$ cat src/rtl/mdio_responder_if.sv
// MDIO bus bundle between the management controller (master) and the
// PHY-side responder (slave). MDC and the controller data/enable come from
// the master; MDIO_IN/MDIO_IN_OE are the responder's read-back path.
interface mdio_responder_if;
  logic MDC;
  logic MDIO_OUT;
  logic MDIO_OE;
  logic MDIO_IN;
  logic MDIO_IN_OE;

  modport master (
    output MDC,
    output MDIO_OUT,
    output MDIO_OE,
    input  MDIO_IN,
    input  MDIO_IN_OE
  );

  modport slave (
    input  MDC,
    input  MDIO_OUT,
    input  MDIO_OE,
    output MDIO_IN,
    output MDIO_IN_OE
  );
endinterface

$ cat src/rtl/mdio_responder.sv
// Clause-22 MDIO management responder (PHY side).
// Decodes ST/OP/PHYAD/REGAD/TA/DATA from MDC/MDIO_OUT/MDIO_OE, writes a
// 32 x 16 register file through a parallel port and serialises reads back
// on MDIO_IN. MDC is synchronous to CLK; edges are found by comparing MDC
// with a one-CLK delayed copy.
//
// Optional feature macro: PHY_ADDR_MATCH_EN
//   defined   : frames whose PHYAD differs from PHY_ADDR are consumed silently
//   undefined : every well-formed frame is accepted regardless of PHYAD
//
// state      | meaning
// -----------+--------------------------------------------------------
// IDLE       | waiting for the first ST bit (0 with MDIO_OE high)
// START      | expecting the second ST bit (1)
// OP_CODE    | shifting the 2 opcode bits
// PHY_ADDR_S | shifting PHYAD
// REG_ADDR_S | shifting REGAD; MEM_ADDR updated on the last bit
// TURNAROUND | 2 TA bits; a read takes the bus on the first MDC fall
// WRITE_DATA | shifting 16 write-data bits, strobe after the last one
// READ_DATA  | driving 16 read-data bits on MDC falls, then release
// CONSUME    | (PHY_ADDR_MATCH_EN only) counting out a frame for another PHY
module mdio_responder #(
  parameter logic [4:0] PHY_ADDR   = 5'd1,
  parameter int         REG_RD_LAT = 0
) (
  input  logic            CLK,
  input  logic            RESET,
  mdio_responder_if.slave bus,
  input  logic [15:0]     MEM_RD_DATA,
  output logic [4:0]      MEM_ADDR,
  output logic [15:0]     MEM_WR_DATA,
  output logic            MEM_WR_EN,
  output logic            FRAME_ERR,
  output logic            BUSY
);

  // Read data is taken combinationally from MEM_ADDR; no other latency is
  // supported, and the PHY address must fit the 5-bit PHYAD field.
  if (REG_RD_LAT != 0 || $bits(PHY_ADDR) != 5) begin : g_param_chk
    $error("mdio_responder: REG_RD_LAT must be 0 and PHY_ADDR 5 bits wide");
  end

  typedef enum logic [3:0] {
    IDLE       = 4'd0,
    START      = 4'd1,
    OP_CODE    = 4'd2,
    PHY_ADDR_S = 4'd3,
    REG_ADDR_S = 4'd4,
    TURNAROUND = 4'd5,
    WRITE_DATA = 4'd6,
    READ_DATA  = 4'd7
`ifdef PHY_ADDR_MATCH_EN
    ,
    CONSUME    = 4'd8
`endif
  } state_t;

  state_t      state_q, state_d;
  logic        mdc_q;
  logic [4:0]  cnt_q, cnt_d;
  logic [15:0] shift_q, shift_d;
  logic        rd_q, rd_d;
  logic [4:0]  mem_addr_q, mem_addr_d;
  logic [15:0] mem_wr_data_q, mem_wr_data_d;
  logic        mem_wr_en_q, mem_wr_en_d;
  logic        frame_err_q, frame_err_d;
  logic        mdio_in_q, mdio_in_d;
  logic        mdio_in_oe_q, mdio_in_oe_d;

  logic        rise;
  logic        fall;
  logic [15:0] shift_in;
  logic        abortable;
  logic        abort;

  assign rise     = bus.MDC & ~mdc_q;
  assign fall     = ~bus.MDC & mdc_q;
  assign shift_in = {shift_q[14:0], bus.MDIO_OUT};

  // While the responder owns the bus (read TA/data) the controller's OE is
  // legitimately low, so only controller-driven phases can be aborted.
  assign abortable = (state_q == START) || (state_q == OP_CODE) ||
                     (state_q == PHY_ADDR_S) || (state_q == REG_ADDR_S) ||
                     (state_q == WRITE_DATA) ||
                     ((state_q == TURNAROUND) && !rd_q);
  assign abort     = rise && !bus.MDIO_OE && abortable;

  // State and datapath registers with synchronous reset.
  always_ff @(posedge CLK) begin
    if (RESET) begin
      state_q       <= IDLE;
      mdc_q         <= 1'b0;
      cnt_q         <= 5'd0;
      shift_q       <= 16'd0;
      rd_q          <= 1'b0;
      mem_addr_q    <= 5'd0;
      mem_wr_data_q <= 16'd0;
      mem_wr_en_q   <= 1'b0;
      frame_err_q   <= 1'b0;
      mdio_in_q     <= 1'b0;
      mdio_in_oe_q  <= 1'b0;
    end else begin
      state_q       <= state_d;
      mdc_q         <= bus.MDC;
      cnt_q         <= cnt_d;
      shift_q       <= shift_d;
      rd_q          <= rd_d;
      mem_addr_q    <= mem_addr_d;
      mem_wr_data_q <= mem_wr_data_d;
      mem_wr_en_q   <= mem_wr_en_d;
      frame_err_q   <= frame_err_d;
      mdio_in_q     <= mdio_in_d;
      mdio_in_oe_q  <= mdio_in_oe_d;
    end
  end

  // Frame decode: next state, field counters, strobes and the MDIO_IN driver.
  always_comb begin
    state_d       = state_q;
    cnt_d         = cnt_q;
    shift_d       = shift_q;
    rd_d          = rd_q;
    mem_addr_d    = mem_addr_q;
    mem_wr_data_d = mem_wr_data_q;
    mem_wr_en_d   = 1'b0;
    frame_err_d   = 1'b0;
    mdio_in_d     = mdio_in_q;
    mdio_in_oe_d  = mdio_in_oe_q;

    if (abort) begin
      frame_err_d = 1'b1;
      state_d     = IDLE;
    end else begin
      case (state_q)
        IDLE: begin
          if (rise && bus.MDIO_OE && !bus.MDIO_OUT) begin
            state_d = START;
          end
        end

        START: begin
          if (rise) begin
            if (bus.MDIO_OUT) begin
              state_d = OP_CODE;
              cnt_d   = 5'd1;
            end else begin
              frame_err_d = 1'b1;
              state_d     = IDLE;
            end
          end
        end

        OP_CODE: begin
          if (rise) begin
            shift_d = shift_in;
            if (cnt_q == 5'd0) begin
              case (shift_in[1:0])
                2'b10: begin
                  rd_d    = 1'b1;
                  state_d = PHY_ADDR_S;
                  cnt_d   = 5'd4;
                end
                2'b01: begin
                  rd_d    = 1'b0;
                  state_d = PHY_ADDR_S;
                  cnt_d   = 5'd4;
                end
                default: begin
                  frame_err_d = 1'b1;
                  state_d     = IDLE;
                end
              endcase
            end else begin
              cnt_d = cnt_q - 5'd1;
            end
          end
        end

        PHY_ADDR_S: begin
          if (rise) begin
            shift_d = shift_in;
            if (cnt_q == 5'd0) begin
`ifdef PHY_ADDR_MATCH_EN
              if (shift_in[4:0] != PHY_ADDR) begin
                // REGAD (5) + TA (2) + DATA (16) still to come.
                state_d = CONSUME;
                cnt_d   = 5'd22;
              end else begin
                state_d = REG_ADDR_S;
                cnt_d   = 5'd4;
              end
`else
              state_d = REG_ADDR_S;
              cnt_d   = 5'd4;
`endif
            end else begin
              cnt_d = cnt_q - 5'd1;
            end
          end
        end

        REG_ADDR_S: begin
          if (rise) begin
            shift_d = shift_in;
            if (cnt_q == 5'd0) begin
              mem_addr_d = shift_in[4:0];
              state_d    = TURNAROUND;
              cnt_d      = 5'd1;
            end else begin
              cnt_d = cnt_q - 5'd1;
            end
          end
        end

        TURNAROUND: begin
          // MEM_ADDR settled on the last REGAD rise, so read data is valid
          // by the first fall; the TA bit driven here is 0.
          if (rd_q && fall && !mdio_in_oe_q) begin
            shift_d      = MEM_RD_DATA;
            mdio_in_oe_d = 1'b1;
            mdio_in_d    = 1'b0;
          end
          if (rise) begin
            if (cnt_q == 5'd0) begin
              state_d = rd_q ? READ_DATA : WRITE_DATA;
              cnt_d   = rd_q ? 5'd16 : 5'd15;
            end else begin
              cnt_d = cnt_q - 5'd1;
            end
          end
        end

        WRITE_DATA: begin
          if (rise) begin
            shift_d = shift_in;
            if (cnt_q == 5'd0) begin
              mem_wr_en_d   = 1'b1;
              mem_wr_data_d = shift_in;
              state_d       = IDLE;
            end else begin
              cnt_d = cnt_q - 5'd1;
            end
          end
        end

        READ_DATA: begin
          // 16 falls shift the word out; the 17th releases the bus.
          if (fall) begin
            if (cnt_q == 5'd0) begin
              mdio_in_oe_d = 1'b0;
              mdio_in_d    = 1'b0;
              state_d      = IDLE;
            end else begin
              mdio_in_d = shift_q[15];
              shift_d   = {shift_q[14:0], 1'b0};
              cnt_d     = cnt_q - 5'd1;
            end
          end
        end

`ifdef PHY_ADDR_MATCH_EN
        CONSUME: begin
          if (rise) begin
            if (cnt_q == 5'd0) begin
              state_d = IDLE;
            end else begin
              cnt_d = cnt_q - 5'd1;
            end
          end
        end
`endif

        default: begin
          state_d = IDLE;
        end
      endcase
    end
  end

  assign MEM_ADDR       = mem_addr_q;
  assign MEM_WR_DATA    = mem_wr_data_q;
  assign MEM_WR_EN      = mem_wr_en_q;
  assign FRAME_ERR      = frame_err_q;
  assign BUSY           = (state_q != IDLE);
  assign bus.MDIO_IN    = mdio_in_q;
  assign bus.MDIO_IN_OE = mdio_in_oe_q;

endmodule

$ cat src/flat_wrapper.sv
// flat-port wrapper written by rule: the top's interface ports become plain ports
module mdio_responder_flat 
#(
  parameter logic [4:0] PHY_ADDR   = 5'd1,
  parameter int         REG_RD_LAT = 0
)
  (CLK, RESET, MEM_RD_DATA, MEM_ADDR, MEM_WR_DATA, MEM_WR_EN, FRAME_ERR, BUSY, bus_MDC, bus_MDIO_OUT, bus_MDIO_OE, bus_MDIO_IN, bus_MDIO_IN_OE);
  mdio_responder_if bus_i ();
  input  logic CLK;
  input  logic RESET;
  input  logic [15:0] MEM_RD_DATA;
  output logic [4:0] MEM_ADDR;
  output logic [15:0] MEM_WR_DATA;
  output logic MEM_WR_EN;
  output logic FRAME_ERR;
  output logic BUSY;
  input wire logic [$bits(bus_i.MDC)-1:0] bus_MDC;
  input wire logic [$bits(bus_i.MDIO_OUT)-1:0] bus_MDIO_OUT;
  input wire logic [$bits(bus_i.MDIO_OE)-1:0] bus_MDIO_OE;
  output wire logic [$bits(bus_i.MDIO_IN)-1:0] bus_MDIO_IN;
  output wire logic [$bits(bus_i.MDIO_IN_OE)-1:0] bus_MDIO_IN_OE;
  assign bus_i.MDC = bus_MDC;
  assign bus_i.MDIO_OUT = bus_MDIO_OUT;
  assign bus_i.MDIO_OE = bus_MDIO_OE;
  assign bus_MDIO_IN = bus_i.MDIO_IN;
  assign bus_MDIO_IN_OE = bus_i.MDIO_IN_OE;
  mdio_responder #(.PHY_ADDR(PHY_ADDR), .REG_RD_LAT(REG_RD_LAT)) u_core (.CLK(CLK), .RESET(RESET), .bus(bus_i), .MEM_RD_DATA(MEM_RD_DATA), .MEM_ADDR(MEM_ADDR), .MEM_WR_DATA(MEM_WR_DATA), .MEM_WR_EN(MEM_WR_EN), .FRAME_ERR(FRAME_ERR), .BUSY(BUSY));
endmodule
$ cat config.mk
export PLATFORM = sky130hd
export DESIGN_NAME = mdio_responder_flat
export DESIGN_NICKNAME = d
export VERILOG_FILES = /design/src/rtl/mdio_responder_if.sv /design/src/rtl/mdio_responder.sv /design/src/flat_wrapper.sv
export SDC_FILE = /design/constraint.sdc
export NUM_CORES = 1
export LEC_CHECK = 0
export ABC_AREA = 1
export CORE_ASPECT_RATIO = 0.9
export CORE_MARGIN = 4
export CORE_UTILIZATION = 40
export CTS_BUF_LIST = sky130_fd_sc_hd__clkbuf_4
export DETAILED_ROUTE_END_ITERATION = 8
export HOLD_SLACK_MARGIN = 0.15
export PLACE_DENSITY = 0.59
export SYNTH_ARGS = -nofsm -noshare
export SYNTH_HDL_FRONTEND = slang
export SYNTH_SLANG_ARGS = --single-unit
$ cat constraint.sdc
create_clock -name CLK -period 3.6 [get_ports CLK]
set_input_delay 0.36 -clock CLK [delete_from_list [all_inputs] [get_ports CLK]]
set_output_delay 0.36 -clock CLK [all_outputs]
set_load 0.05 [all_outputs]
==> impl_metrics.csv, run 1 <==
group,metric,value,unit
power,p_seq_share,42.0,%
finish,multi_input_area,1410,µm²
timing,max_slew_margin,41.1,%
clock_network,htreeDepth,2,
power,p_switching,0.643,mW
routing,drt.antenna.violating_nets,0,
clock_network,cts_buffers,5,
timing,rsz0062_at_grt,"no",
yosys,postSynthNetCount,476,
global_routing,grt_max_degree,34,
place,routabilityCongestion,0.927,
timing,worst_slack,1.24,ns
critical_path,crit_arrival,2.00,ns
clock_network,cts_resized,0,
worst_hold_path,worstHoldPathType,"reg2reg",
finish,final-seq-area,1020,µm²
power,p_comb_share,37.4,%
yosys,yosysUniqueCellTypes,27,
yosys,ys_seq_area_share,36.7,%
yosys,syn_inst,452,
timing,max_slew.worst_pin.slew,0.882,ns
finish,final_cell_mix,"nand2_1, inv_1, nor2_1",
critical_path,endpoint_kind,"output pin",
job,cap_violations,0,
clock_network,clkSinkCount,51,
routing,drt_iter0_drc,146,
place,dp_cells,574,
timing,finClkSkew,0.0232,ns
clock_network,cts_setup_buffers,0,
timing,setup_viol_count_final,0,
finish,area_growth,20.7,%
clock_network,clkTransAtPathRegs,0.16,ns
global_routing,antenna_found_initial,0,
critical_path,path_max_fanout,10,
routing,avgViaCountPerCell,4.73,
timing,fin_crit_sh,65.5,%
power,power.internal,0.957,mW
power,pwr_density_cell,476,nW/µm²
clock_network,cts_buffer_depth,2,
global_routing,overflow,0,
yosys,yosys_warnings,0,
routing,remaining_drc_errors,0,
die,dieArea,8360,µm²
clock_network,cts_hold_buf,0,
power,netSwitchingFraction,40.2,%
timing,finalHoldViolations,0,
global_routing,grtUsageTotal,18.0,%
finish,stdcell_count,582,
global_routing,grt_pass1_wl,11.9,mm
finish,n_fill_cell,729,
critical_path,start_kind,"register",
routing,wirelength,7.08,mm
yosys,synthesis.area,2780,µm²
routing,dr.pass1.iters,5,
clock_network,clockRootBuffer,"clkbuf_4",
routing,wl_per_cell,12.2,µm
run_status,status,"finished, final reports clean",
timing,tns,0,ns
finish,drive_gt1_share,5.08,%
clock_network,cts_tree,"done",
die,rows,28,
critical_path,path_class,"reg2out",
power,clkPwrFrac,20.6,%
power,finalPower,1.60,mW
yosys,syn_area_per_cell,6.16,µm²
clock_network,worstSkewPairLatency,0.36,ns
die,die_w,95.9,µm
finish,final_common_cell,"nand2_1",
place,pre_cts_slack,1.17,ns
place,port_buffers,46,
power,leakagePower,1.52,nW
die,pin_count,47,
yosys,synth_seq_cells,51,
power,irDropWorstVdd,0.182,mV
timing,slew_viol_final,0,
timing,fmax,0.424,GHz
routing,vias,2750,
finish,diodes,0,
place,place_hpwl,5.15,mm
finish,num-nets-final,515,
global_routing,first_global_vias,2535,
die,initial_utilization,41.8,%
timing,period_minus_slack,2.36,ns
die,coreArea,6660,µm²
critical_path,crit_required,3.24,ns
die,die_y,87.1,µm
## per-layer routing
metal,global-route usage (%),vias up,share of wire (%)
li1,-,1478,-
met1,26.5,1205,51
met2,27.3,65,43
met3,2.94,2,6.0
met4,3.88,0,0.48
met5,0,-,0
## cells by family (layout without fill, tap and decap cells)
kind of cell               after synthesis  in the layout  synth area share [%]
AOI/OAI and AO/OA                       67             67                  12.3
xor gates and xnor gates                 1              1                 0.315
adders and majority gates                3              3                  1.35
buffers and inverters                   85            125                  12.8
DFF                                     51             51                  36.7
and+or+nand+nor                        245            245                  36.6
## flip-flops by register name, indices dropped and copies added, names as in the netlist
name                   cells
u_core.MEM_WR_DATA        16
u_core.rd_q                1
u_core.MEM_ADDR            5
u_core.state_q             3
u_core.MEM_WR_EN           1
u_core.FRAME_ERR           1
u_core.bus.MDIO_IN         1
u_core.cnt_q               5
u_core.bus.MDIO_IN_OE      1
u_core.shift_q            16
u_core.mdc_q               1
## cell usage after synthesis
master	n	area share (%)
a21oi_1	35	6.3
buf_1	2	0.27
buf_2	4	0.72
buf_6	4	1.6
clkbuf_1	6	0.81
clkbuf_2	1	0.18
clkinv_1	1	0.13
dfxtp_1	51	37
ha_1	3	1.3
inv_1	64	8.6
inv_2	3	0.40
nand2_1	130	18
nand2_2	4	0.90
nand3_1	40	7.2
nand3_2	2	0.72
nand4_1	3	0.67
nor2_1	59	8.0
nor2_2	2	0.45
nor2_4	1	0.40
nor3_1	2	0.36
o211ai_1	1	0.27
o21ai_0	23	4.1
o21ai_1	7	1.3
o21ai_2	1	0.31
or2_1	1	0.22
or2_2	1	0.22
xnor2_1	1	0.31
## layout make-up
| type | instances | area share [%] |
|---|---|---|
| Multi-Input combinational cell | 316 | 41.9 |
| Sequential cell | 51 | 30.4 |
| Timing Repair Buffer | 49 | 14.4 |
| Inverter | 68 | 7.59 |
| Tap cell | 90 | 3.35 |
| Clock inverter | 3 | 1.30 |
| Clock buffer | 5 | 1.12 |
## final timing paths
kind | start | to | slack (ns) | cells past startpoint
setup / recovery | u_core.state_q[2]$_SDFFE_PP0P_ | BUSY | 1.24 | 3
hold / removal | u_core.MEM_WR_DATA[3]$_SDFFE_PP0P_ | u_core.MEM_WR_DATA[3]$_SDFFE_PP0P_ | 0.45 | 2
setup reg to reg | u_core.cnt_q[0]$_SDFFE_PP0P_ | u_core.MEM_WR_DATA[11]$_SDFFE_PP0P_ | 1.31 | 10
hold reg to reg | u_core.MEM_WR_DATA[3]$_SDFFE_PP0P_ | u_core.MEM_WR_DATA[3]$_SDFFE_PP0P_ | 0.45 | 2
## worst max-delay path, cell delays in order, from the launching register on
cell and delay (ns):
dfxtp_1 0.57, nor2_2 0.14, nand2_2 0.13, clkdlybuf4s50_1 0.81
## power by group through the flow
| stage | clock network (mW) | registers, mW | logic, mW |
|---|---|---|---|
| 3_3_place_gp | 0 | 0.684 | 0.596 |
| 3_5_place_dp | 0 | 0.684 | 0.592 |
| 4_1_cts | 0.346 | 0.672 | 0.595 |
| 6_report | 0.330 | 0.672 | 0.598 |
| 5_1_grt | 0.371 | 0.682 | 0.687 |
| 2_1_floorplan | 0 | 0.679 | 0.449 |
## stage by stage
stage / area (µm²) / utilization [%] / hold slack (ns)
floorplan: 2780 / - / 0.455
global placement: 3280 / 49.3 / 0.433
detailed placement: 3280 / 49.3 / 0.438
CTS: 3360 / 50.5 / 0.458
global route: 3360 / 50.5 / 0.475
finish: 3360 / 50.5 / 0.454
(Power assumes the default switching activity.)
==> run 2, diff against run 1 <==
Clock period 3.6 ns to 2.35 ns, I/O delays scaled along.
==> run 2 against run 1 <==
Flip-flop and latch count unchanged. Die area unchanged. Count of clock-buffer cells in the layout unchanged. Critical endpoint unchanged.
==> impl_metrics.csv, run 2 (synthesized netlist as in run 1, its figures left out) <==
group,metric,value,unit
run_status,status,"finished, final reports clean",
place,place_hpwl,5.26,mm
critical_path,path_max_fanout,10,
finish,diodes,0,
routing,drt_iter0_drc,127,
timing,max_slew_margin,56.6,%
place,dp_cells,581,
clock_network,cts_buffers,5,
die,die_w,95.9,µm
critical_path,reg2reg_to,"u_core.cnt_q[3]$_SDFFE_PP0P_",
die,pin_count,47,
critical_path,slowest_delay,0.81,ns
clock_network,htreeDepth,2,
routing,remaining_drc_errors,0,
worst_hold_path,whs_path_depth,2,
clock_network,clkTransAtPathRegs,0.15,ns
clock_network,worstSkewPairLatency,0.37,ns
timing,max_slew.worst_pin.slew,0.649,ns
routing,vias,2784,
routing,avgViaCountPerCell,4.73,
critical_path,path_class,"reg2out",
global_routing,grt_pass1_wl,12.0,mm
power,leakagePower,1.55,nW
critical_path,crit_required,2.12,ns
die,initial_utilization,41.8,%
finish,num-nets-final,522,
worst_hold_path,whs_endpoint,"u_core.MEM_ADDR[0]$_SDFFE_PP0P_",
clock_network,cts_resized,0,
clock_network,cts_tree,"done",
critical_path,r2r-start,"u_core.cnt_q[1]$_SDFFE_PP0P_",
timing,rsz0062_at_grt,"no",
clock_network,cts_setup_buffers,0,
timing,fin_crit_sh,96.0,%
routing,drt.antenna.violating_nets,0,
critical_path,r2r_cells,11,
finish,postLayoutCellArea,3430,µm²
clock_network,cts_buffer_depth,2,
finish,final_cell_mix,"nand2_1, inv_1, nor2_1",
worst_hold_path,min_from,"u_core.MEM_ADDR[0]$_SDFFE_PP0P_",
die,coreArea,6660,µm²
place,post_dp_cell_area,3340,µm²
die,dieArea,8360,µm²
routing,wirelength,7.08,mm
timing,fmax,0.443,GHz
critical_path,crit_arrival,2.02,ns
critical_path,crit_chain,"nor2_2 > nand2_2 > clkdlybuf4s50_1",
job,cap_violations,0,
power,pwr_density_cell,727,nW/µm²
global_routing,antenna_found_initial,0,
critical_path,r2r_slack,0.32,ns
global_routing,overflow,0,
timing,finalHoldViolations,0,
timing,setup_viol_count_final,0,
power,irDropWorstVdd,0.261,mV
global_routing,grt_max_degree,34,
critical_path,crit_family,"buffers and inverters",
finish,stdcell_count,589,
critical_path,crit_slowest_cell,"clkdlybuf4s50_1",
place,port_buffers,46,
timing,period_minus_slack,2.26,ns
clock_network,clockRootBuffer,"clkbuf_4",
die,die_y,87.1,µm
finish,drive_gt1_share,6.41,%
power,finalPower,2.49,mW
die,rows,28,
critical_path,start_kind,"register",
place,routabilityCongestion,0.902,
routing,dr.pass1.iters,4,
global_routing,grtUsageTotal,18.2,%
clock_network,cts_hold_buf,0,
critical_path,endpoint_kind,"output pin",
timing,holdWs,0.451,ns
timing,slew_viol_final,0,
routing,wl_per_cell,12.0,µm
critical_path,critPathBufInv,1,
timing,tns,0,ns
finish,area_growth,23.1,%
global_routing,first_global_vias,2527,
timing,finClkSkew,0.00599,ns
clock_network,clkSinkCount,51,
worst_hold_path,worstHoldPathType,"reg2reg",
finish,final_common_cell,"nand2_1",
==> run 2: worst register-to-register path: stages (launching register included) <==
cell	delay (ns)
dfxtp_1	0.36
inv_1	0.09
ha_1	0.15
inv_1	0.04
nor2_1	0.20
nand2_1	0.20
buf_4	0.21
inv_1	0.16
nand3_1	0.17
nand3_2	0.19
nand2_1	0.07
a21oi_1	0.14
==> run 2: how the worst max path moves through the flow <==
stage | from | to | slack [ns] | depth (start not counted)
6_report | u_core.state_q[2]$_SDFFE_PP0P_ | BUSY | 0.09 | 3
2_1_floorplan | u_core.state_q[2]$_SDFFE_PP0P_ | u_core.shift_q[0]$_SDFFE_PP0P_ | 0.63 | 12
4_1_cts | u_core.state_q[2]$_SDFFE_PP0P_ | BUSY | 0.09 | 3
5_1_grt | u_core.state_q[0]$_SDFFE_PP0P_ | BUSY | 0.02 | 3
3_3_place_gp | bus_MDC | u_core.shift_q[11]$_SDFFE_PP0P_ | 0.13 | 11
3_5_place_dp | bus_MDC | u_core.shift_q[8]$_SDFFE_PP0P_ | 0.15 | 11
==> run 2: area by class of cell <==
type / count / area, µm²
sequential: 51 / 1020
fill: 699 / 3230
clock inverter: 3 / 43.8
timing repair buffer: 56 / 548
multi-input combinational: 316 / 1410
tap: 90 / 113
inverter: 68 / 255
clock buffer: 5 / 37.5
==> run 2: metrics by stage <==
| step | setup slack (ns) | utilization, % |
|---|---|---|
| 2_1_floorplan | 0.630 | - |
| 3_3_place_gp | 0.127 | 50.2 |
| 3_5_place_dp | 0.153 | 50.2 |
| 4_1_cts | 0.0926 | 51.5 |
| 5_1_grt | 0.0168 | 51.5 |
| 6_report | 0.0944 | 51.5 |
==> run 2: layer usage <==
metal / up-vias / track usage, % / share of wire (%)
li1: 1496 / - / -
met1: 1213 / 26.8 / 50
met2: 73 / 27.1 / 43
met3: 2 / 4.49 / 6.8
met4: 0 / 3.62 / 0.49
met5: - / 0 / 0
==> run 2: where the power goes <==
group | switching, mW | internal, mW
Clock | 0.292 | 0.225
Sequential | 0.0843 | 0.946
Combinational | 0.617 | 0.325
Total | 0.994 | 1.50
==> run 3, diff against run 2 <==
Settings changed: SKIP_LAST_GASP from default to 1.
==> results of run 3 <==
No change in the layout: final DEF, timing and power equal those of run 2.
